File: src/rtl/dro_driver.sv
// ---------------------------------------------------------------------------
// dro_driver
//
// Serialises a WIDTH-bit word, LSB first, into a destructive-readout (DRO)
// cell and checks each bit as it is read back.
//
// Each bit runs through SET, HOLD, READ, WAIT and SAMPLE:
//   - SET: pulse the set line if the bit is 1.
//   - READ: pulse the reset (readout) line.
//   - SAMPLE: check that the out line toggled exactly when the bit was 1.
// A pulse on set or reset is a single transition of that line.
//
// Ports
//   clk        in   rising-edge clock
//   rst_n      in   asynchronous active-low reset
//   din        in   word to write (WIDTH bits, LSB first)
//   din_valid  in   din is valid
//   din_ready  out  high only in IDLE; a word is accepted when valid && ready
//   set        out  DRO set line (one transition per pulse)
//   reset      out  DRO reset/readout line (one transition per pulse)
//   out        in   DRO output line (one transition per readout pulse)
//   err_clr    in   synchronous clear of err_cnt, wins over an increment
//   done       out  one-cycle strobe in the last SAMPLE cycle of a word
//   err        out  one-cycle strobe in the SAMPLE cycle of a mismatched bit
//   err_cnt    out  saturating mismatch counter
// ---------------------------------------------------------------------------
module dro_driver #(
    parameter int unsigned WIDTH    = 8,
    parameter int unsigned HOLD_CYC = 3,
    parameter int unsigned READ_CYC = 4
) (
    input  logic             clk,
    input  logic             rst_n,
    input  logic [WIDTH-1:0] din,
    input  logic             din_valid,
    output logic             din_ready,
    output logic             set,
    output logic             reset,
    input  logic             out,
    input  logic             err_clr,
    output logic             done,
    output logic             err,
    output logic [7:0]       err_cnt
);

    localparam int unsigned IdxW = (WIDTH > 1) ? $clog2(WIDTH) : 1;

    // Delay counters count down to zero, so they are loaded with length-1.
    localparam logic [3:0]      HoldLoad = 4'(HOLD_CYC - 1);
    localparam logic [3:0]      ReadLoad = 4'(READ_CYC - 1);
    localparam logic [IdxW-1:0] LastIdx  = IdxW'(WIDTH - 1);

    typedef enum logic [2:0] {
        StIdle,
        StSet,
        StHold,
        StRead,
        StWait,
        StSample
    } state_e;

    state_e           state_q;
    logic [WIDTH-1:0] word_q;
    logic [IdxW-1:0]  idx_q;
    logic [3:0]       cnt_q;
    logic             out_prev_q;
    logic             set_q;
    logic             reset_q;
    logic             ready_q;
    logic             done_q;
    logic             err_q;
    logic [7:0]       err_cnt_q;

    logic cur_bit;
    logic last_bit;
    logic mismatch;

    assign cur_bit  = word_q[idx_q];
    assign last_bit = (idx_q == LastIdx);
    // The cell toggles its output on readout only when it held a 1.
    assign mismatch = ((out ^ out_prev_q) != cur_bit);

    always_ff @(posedge clk or negedge rst_n) begin
        if (!rst_n) begin
            state_q    <= StIdle;
            word_q     <= '0;
            idx_q      <= '0;
            cnt_q      <= '0;
            out_prev_q <= 1'b0;
            set_q      <= 1'b0;
            reset_q    <= 1'b0;
            ready_q    <= 1'b1;
            done_q     <= 1'b0;
            err_q      <= 1'b0;
            err_cnt_q  <= '0;
        end else begin
            done_q <= 1'b0;
            err_q  <= 1'b0;

            unique case (state_q)
                StIdle: begin
                    if (din_valid && ready_q) begin
                        word_q  <= din;
                        idx_q   <= '0;
                        ready_q <= 1'b0;
                        state_q <= StSet;
                    end
                end

                StSet: begin
                    if (cur_bit) begin
                        set_q <= ~set_q;
                    end
                    out_prev_q <= out;
                    cnt_q      <= HoldLoad;
                    state_q    <= StHold;
                end

                StHold: begin
                    if (cnt_q == 4'd0) begin
                        state_q <= StRead;
                    end else begin
                        cnt_q <= cnt_q - 4'd1;
                    end
                end

                StRead: begin
                    reset_q <= ~reset_q;
                    cnt_q   <= ReadLoad;
                    state_q <= StWait;
                end

                StWait: begin
                    if (cnt_q == 4'd0) begin
                        // out is evaluated on the edge into SAMPLE so that the
                        // registered err/done strobes are high during SAMPLE.
                        if (mismatch) begin
                            err_q <= 1'b1;
                            if (err_cnt_q != 8'hFF) begin
                                err_cnt_q <= err_cnt_q + 8'd1;
                            end
                        end
                        if (last_bit) begin
                            done_q <= 1'b1;
                        end
                        state_q <= StSample;
                    end else begin
                        cnt_q <= cnt_q - 4'd1;
                    end
                end

                StSample: begin
                    if (last_bit) begin
                        ready_q <= 1'b1;
                        state_q <= StIdle;
                    end else begin
                        idx_q   <= idx_q + IdxW'(1);
                        state_q <= StSet;
                    end
                end

                default: begin
                    ready_q <= 1'b1;
                    state_q <= StIdle;
                end
            endcase

            // Placed after the increment so a clear in the same cycle wins.
            if (err_clr) begin
                err_cnt_q <= '0;
            end
        end
    end

    assign din_ready = ready_q;
    assign set       = set_q;
    assign reset     = reset_q;
    assign done      = done_q;
    assign err       = err_q;
    assign err_cnt   = err_cnt_q;

endmodule

File: config.mk
export PLATFORM = sky130hd
export DESIGN_NAME = dro_driver
export DESIGN_NICKNAME = d
export VERILOG_FILES = /design/src/rtl/dro_driver.sv
export SDC_FILE = /design/constraint.sdc
export NUM_CORES = 1
export LEC_CHECK = 0
export CORE_MARGIN = 1.5
export CORE_UTILIZATION = 35
export CTS_CLUSTER_SIZE = 14
export DETAILED_ROUTE_END_ITERATION = 8
export GPL_ROUTABILITY_DRIVEN = 0
export PLACE_DENSITY = 0.65
export SLEW_MARGIN = 20
export SYNTH_ARGS = -nofsm -noshare
export SYNTH_HDL_FRONTEND = slang
export SYNTH_SLANG_ARGS = --single-unit
export TNS_END_PERCENT = 10
File: constraint.sdc
create_clock -name clk -period 4.4 [get_ports clk]
set_input_delay 0.44 -clock clk [delete_from_list [all_inputs] [get_ports clk]]
set_output_delay 0.44 -clock clk [all_outputs]
set_load 0.03 [all_outputs]
==> impl_metrics.tcl <==
set metrics [dict create \
    status "finished clean" \
    synth_most_common_cell "dfrtp_1" \
    ant_nets 0 \
    grtUsageTotal 0.138 \
    r2r_cells 7 \
    synthArstFlopShare 1.00 \
    clock_path_buffers 2 \
    synth_edf_count 0 \
    grt_pass1_vias 1168 \
    grt_max_degree 33 \
    period_minus_slack_ns 2.70 \
    ys_ff_latch 32 \
    p_leak_nw 0.896 \
    ctsResizeCount 0 \
    grt-ovfl-total 0 \
    dieArea_um2 5310 \
    yosys_warnings 0 \
    power_density_nw_per_um2 263 \
    syn_nets 184 \
    viasPerCell 4.93 \
    insertion_delay_ns 0.28 \
    die_h_um 72.9 \
    first_iter_violations 85 \
    timing.rr.end "err_cnt[5]$_DFFE_PN0P_" \
    cts.sinks 32 \
    fmax_mhz 370 \
    synth_top_area_cell "dfrtp_1" \
    path_clk_slew_ns 0.07 \
    rsz0062_at_grt "no" \
    p_clk_frac 0.422 \
    setup_viol_count_final 0 \
    yosys-top-cells-count "31 x dfrtp_1, 18 x nor2_1, 11 x mux2_2, 10 x nand2_1, 9 x a21oi_1" \
    synth-main-ff-cell "dfrtp_1" \
    endpoint_kind "flip-flop" \
    worstPathArrival_ns 2.91 \
    layout-drive-gt1-share 0.152 \
    nets 208 \
    intPower_uw 431 \
    finalMaxSlewViolations 0 \
    syn_inst 166 \
    antennaDiodeCount 0 \
    fin_tns_setup_ns 0 \
    power_switching_share 0.219 \
    grt_pass1_wl_mm 5.50 \
    power.net_switching_uw 121 \
    vias 1272 \
    cts_setup_buffers 0 \
    die_w_um 72.9 \
    synth_seq_area_share 0.470 \
    io_buffers 25 \
    worstSetupPathType "reg2reg" \
    syn_to_final_growth_pct 22.9 \
    cp_data_required_time_ns 4.61 \
    pwr-share-comb 0.044 \
    hpwlAfterDp_mm 2.19 \
    hold_viol 0 \
    cts_inserted_buffers 5 \
    r2r_slack_ns 1.70 \
    period_share 0.614 \
    avgSynthCellArea_um2 10.3 \
    rows 25 \
    cts_tree "built" \
    synth.distinct_cells 47 \
    synth_top_area_frac 0.454 \
    num_io_pins 26 \
    seqPwrFrac 0.534 \
    path_max_fanout 10 \
    cts_hold_buffers 0 \
    cts_root_buf "clkbuf_8" \
    startpoint "cnt_q[1]$_DFFE_PN0P_" \
    rr_startpoint "cnt_q[1]$_DFFE_PN0P_" \
    hp-class "reg2reg" \
    cp-endpoint "err_cnt[5]$_DFFE_PN0P_" \
    finalWirelength_mm 3.15 \
    wl_per_cell_um 12.2 \
    syn-cell-area_um2 1710 \
    relSlewSlack 0.329 \
    max-vdd-ir-drop_mv 0.169 \
    maxCapViolCount 0 \
    worst_pin_slew_ns 0.999 \
    antenna_found_initial 0 \
    initial_core_util 0.362 \
    drc_errors 0 \
    synthTopCellsByArea "dfrtp_1 45%, mux2_2 7.3%, nor2_1 4.0%" \
    fin_worst_skew_ns 0.00753 \
    core_um2 4720 \
    startpoint_type "flip-flop" \
    htree_levels 2 \
    timing.hold.ws_ns 0.476 \
    dr.pass1.iters 4 \
]
==> power groups by stage <==
| stage | sequential (mW) | clock, mW | combinational (mW) |
|---|---|---|---|
| after floorplan | 0.300 | 0 | 0.00683 |
| after global placement | 0.300 | 0 | 0.0249 |
| after detailed placement | 0.300 | 0 | 0.0251 |
| after CTS | 0.295 | 0.242 | 0.0252 |
| after global routing | 0.295 | 0.258 | 0.0283 |
| final | 0.295 | 0.233 | 0.0245 |
==> layout make-up <==
type	count	area, µm²
repair buffers	26	258
well taps	67	83.8
flip-flops and latches	32	802
fillers	459	2620
inverters	7	26.3
clock inverters	2	10.0
clock buffers	6	82.6
multi-input cells	118	837
==> cell families (layout without fill, tap and decap cells) <==
kind of cell / Yosys count / count (layout) / synth area share
and+or+nand+nor: 61 / 61 / 0.198
DFF: 32 / 32 / 0.470
AOI/OAI and AO/OA: 31 / 31 / 0.114
muxes: 16 / 16 / 0.116
buffers and inverters: 16 / 41 / 0.0403
adders and majority gates: 5 / 5 / 0.0366
xor gates and xnor gates: 5 / 5 / 0.0256
==> per-layer routing <==
metal	vias up	part of all wire	GRT usage
li1	638	-	-
met1	610	0.49	0.182
met2	19	0.46	0.206
met3	5	0.037	0.0470
met4	0	0.013	0.0566
met5	-	0	0
==> worst max-delay path, cell delays in order, from the launching register on <==
cell,delay (ns)
dfrtp_1,0.41
inv_1,0.11
ha_1,0.14
or3b_1,0.49
or3_4,0.45
or2_0,0.36
or4_1,0.51
a21oi_1,0.16
==> flip-flops by register name, summed over array words and instances (netlist names) <==
signal	count
reset	1
cnt_q	4
err	1
out_prev_q	1
done	1
state_q	3
word_q	8
err_cnt	8
set	1
din_ready	1
idx_q	3
==> cell usage in the layout (no fill, tap or decap), drive strengths merged, types with 4 or more instances in the layout <==
cell           synthesis  layout
o31ai                  4       4
nor2                  18      18
nand3                  4       4
dfrtp                 31      31
nand2                 10      10
clkbuf                 6       6
o21ai                  7       7
o22ai                  4       4
inv                    7       7
xnor2                  4       4
mux2                  11      11
a21oi                  9       9
clkdlybuf4s50          0      25
ha                     5       5
or2                    4       4
==> how the worst min path moves through the flow <==
stage	startpoint	end	depth (start not counted)
floorplan	rst_n	cnt_q[0]$_DFFE_PN0P_	0
global placement	set$_DFFE_PN0P_	set$_DFFE_PN0P_	1
detailed placement	reset$_DFFE_PN0N_	reset$_DFFE_PN0N_	1
CTS	reset$_DFFE_PN0N_	reset$_DFFE_PN0N_	1
global route	set$_DFFE_PN0P_	set$_DFFE_PN0P_	1
finish	set$_DFFE_PN0P_	set$_DFFE_PN0P_	1
==> stage by stage <==
step                      worst slack, ns  utilization  area (µm²)  instances  power [mW]
after floorplan                      1.92            -        1710        166       0.307
after CTS                            1.72        0.445        2100        258       0.562
final                                1.70        0.445        2100        258       0.552
after detailed placement             1.75        0.425        2010        250       0.326
after global placement               1.81        0.425        2010        250       0.325
after global routing                 1.51        0.445        2100        258       0.581
Note: power is estimated with default switching activity, not from simulation.
==> RTL edit (same flow settings) <==
Reset style: synchronous (`rst_n`), changed in one clocked block. Comments in the files are not updated.
--- a/src/rtl/dro_driver.sv
+++ b/src/rtl/dro_driver.sv
@@ -82,3 +82,3 @@
 
-    always_ff @(posedge clk or negedge rst_n) begin
+    always_ff @(posedge clk) begin
         if (!rst_n) begin
Function: differs if rst_n is asserted again (counterexample within 4 cycles, from zero or initial values and one cycle with rst_n low); with rst_n held inactive, the same outputs for 10 cycles.
==> RTL edit against the unedited design <==
- die area decreased by 4.0%
- maximum frequency is 27% higher
- synthesized area fell by 4.2%
- final cell count shrank 1.2%
- hold slack gained 0.0088 ns
- count of clock-buffer cells in the layout rose by 1
- worst setup slack better by 0.57 ns
- final area down 4.1%
- sequential cell count unchanged
- routed wire length rose by 3.2%
- critical endpoint is now err_cnt[0]$_SDFFE_PP0P_
Power is not compared: it rests on default switching activity, and its combinational part moved more than twofold at a synthesized area within 25%.
==> RTL edit: results (changes against the unedited design) <==
- Cell variety after synth: 46 (-2.1%)
- Signal inverters: 5 (-2)
- Leading register cell type out of synthesis: dfxtp_1
- Total global-route track usage: 0.139 (+0.00157)
- HP Start: word_q[1]$_SDFFE_PN0P_
- Core area: 4410 um^2 (-6.5%)
- R2r endpoint: err_cnt[0]$_SDFFE_PP0P_
- Post-synthesis net count: 196 (+6.5%)
- Slew HR: 0.567 (+0.239)
- Place WS: 2.26 ns (+0.511 ns)
- Avg Inst Size Synth: 9.19 um^2 (-11%)
- Seq/total area: 0.318 (-0.0640)
- Final HPWL DP: 2310 um (+5.2%)
- Layout Nets: 220 (+5.8%)
- ClkCell Share: 0.0466 (+0.00248)
- Most common cell in the netlist: dfxtp_1
- Avg WL per Cell: 12.7 um (+4.4%)
- Adder-cell share of the synthesized area: 0.0443 (+0.00771)
- R2R setup slack: 2.27 ns (+0.57 ns)
- Compound-Gate Fraction of Synth Area: 0.145 (+0.0317)
- NonClk Buf Share: 0.124 (+0.00146)
- Layout cells sized above 1: 0.0985 (-0.0533)
- Top cells by area, synth: dfxtp_1 39%, mux2i_1 6.1%, nor2_1 6.0%
- First-pass GRT wire length: 5580 um (+1.4%)
- Top cells by count, synth: 32 x dfxtp_1, 26 x nor2_1, 12 x a21oi_1, 12 x nand2_1, 10 x mux2i_1
- CTS H-Tree Depth: 2 (unchanged)
- Non-clock buffers: 25 (-3.8%)
- Xor/xnor share of the synthesized area: 0.0650 (+0.0393)
- Crit path DAT: 2.34 ns (-0.57 ns)
- Post-synthesis mux area share: 0.102 (-0.0140)
- Pin count of the biggest net entering global routing: 21 (-36%)
- Clkbuf count: 7 (+1)
- Placed Area: 1920 um^2 (-4.3%)
- #MultiIn Comb: 133 (+13%)
- Filler Cell Count: 441 (-3.9%)
- Ys async rst share: 0 (-1.00)
- Clk_skew: 0.00936 ns (+0.00183 ns)
- Starting DRT DRC Count: 94 (+11%)
- Worst Hold End: word_q[1]$_SDFFE_PN0P_
- Routed vias: 1342 (+5.5%)
- Min Hold Slack: 0.485 ns (+0.00879 ns)
- Fin crit period: 2.13 ns (-0.574 ns)
- Hold Crit Depth: 2 (+1)
- Crit-path max FO: 9 (-1)
- Multi-input logic area: 946 um^2 (+13%)
- Outcome: complete, no violations
- Crit path from: cnt_q[0]$_SDFFE_PN0P_
RTL edit: cell count changes in the layout (fill, tap and decap cells not counted), moves of 3 or more:
cell     before  now
nor3_1        1    5
mux2_2       11    0
o31ai_1       4    1
mux2i_1       3   10
o22ai_1       4    1
dfxtp_1       0   32
nor2_1       18   26
and3_1        1    4
dfrtp_1      31    0
nand3_1       4    8
a21oi_1       9   12
RTL edit: critical path: stages (launching register included):
cell	delay, ns
dfxtp_1	0.34
inv_1	0.10
ha_1	0.16
or3b_1	0.44
nor2_2	0.33
o31ai_1	0.20
or3_1	0.34
a21oi_1	0.13
RTL edit: per-layer routing:
layer	vias up	track usage	share of wire
met5	-	0	0
met4	0	0.0314	0.0074
met1	614	0.186	0.49
met2	30	0.209	0.44
met3	4	0.0605	0.055
li1	694	-	-
RTL edit: where the power goes:
group | switching [mW] | internal, mW | total (mW)
Combinational | 0.145 | 0.122 | 0.267
Clock | 0.111 | 0.127 | 0.238
Sequential | 0.0486 | 0.327 | 0.376
Total | 0.304 | 0.576 | 0.880
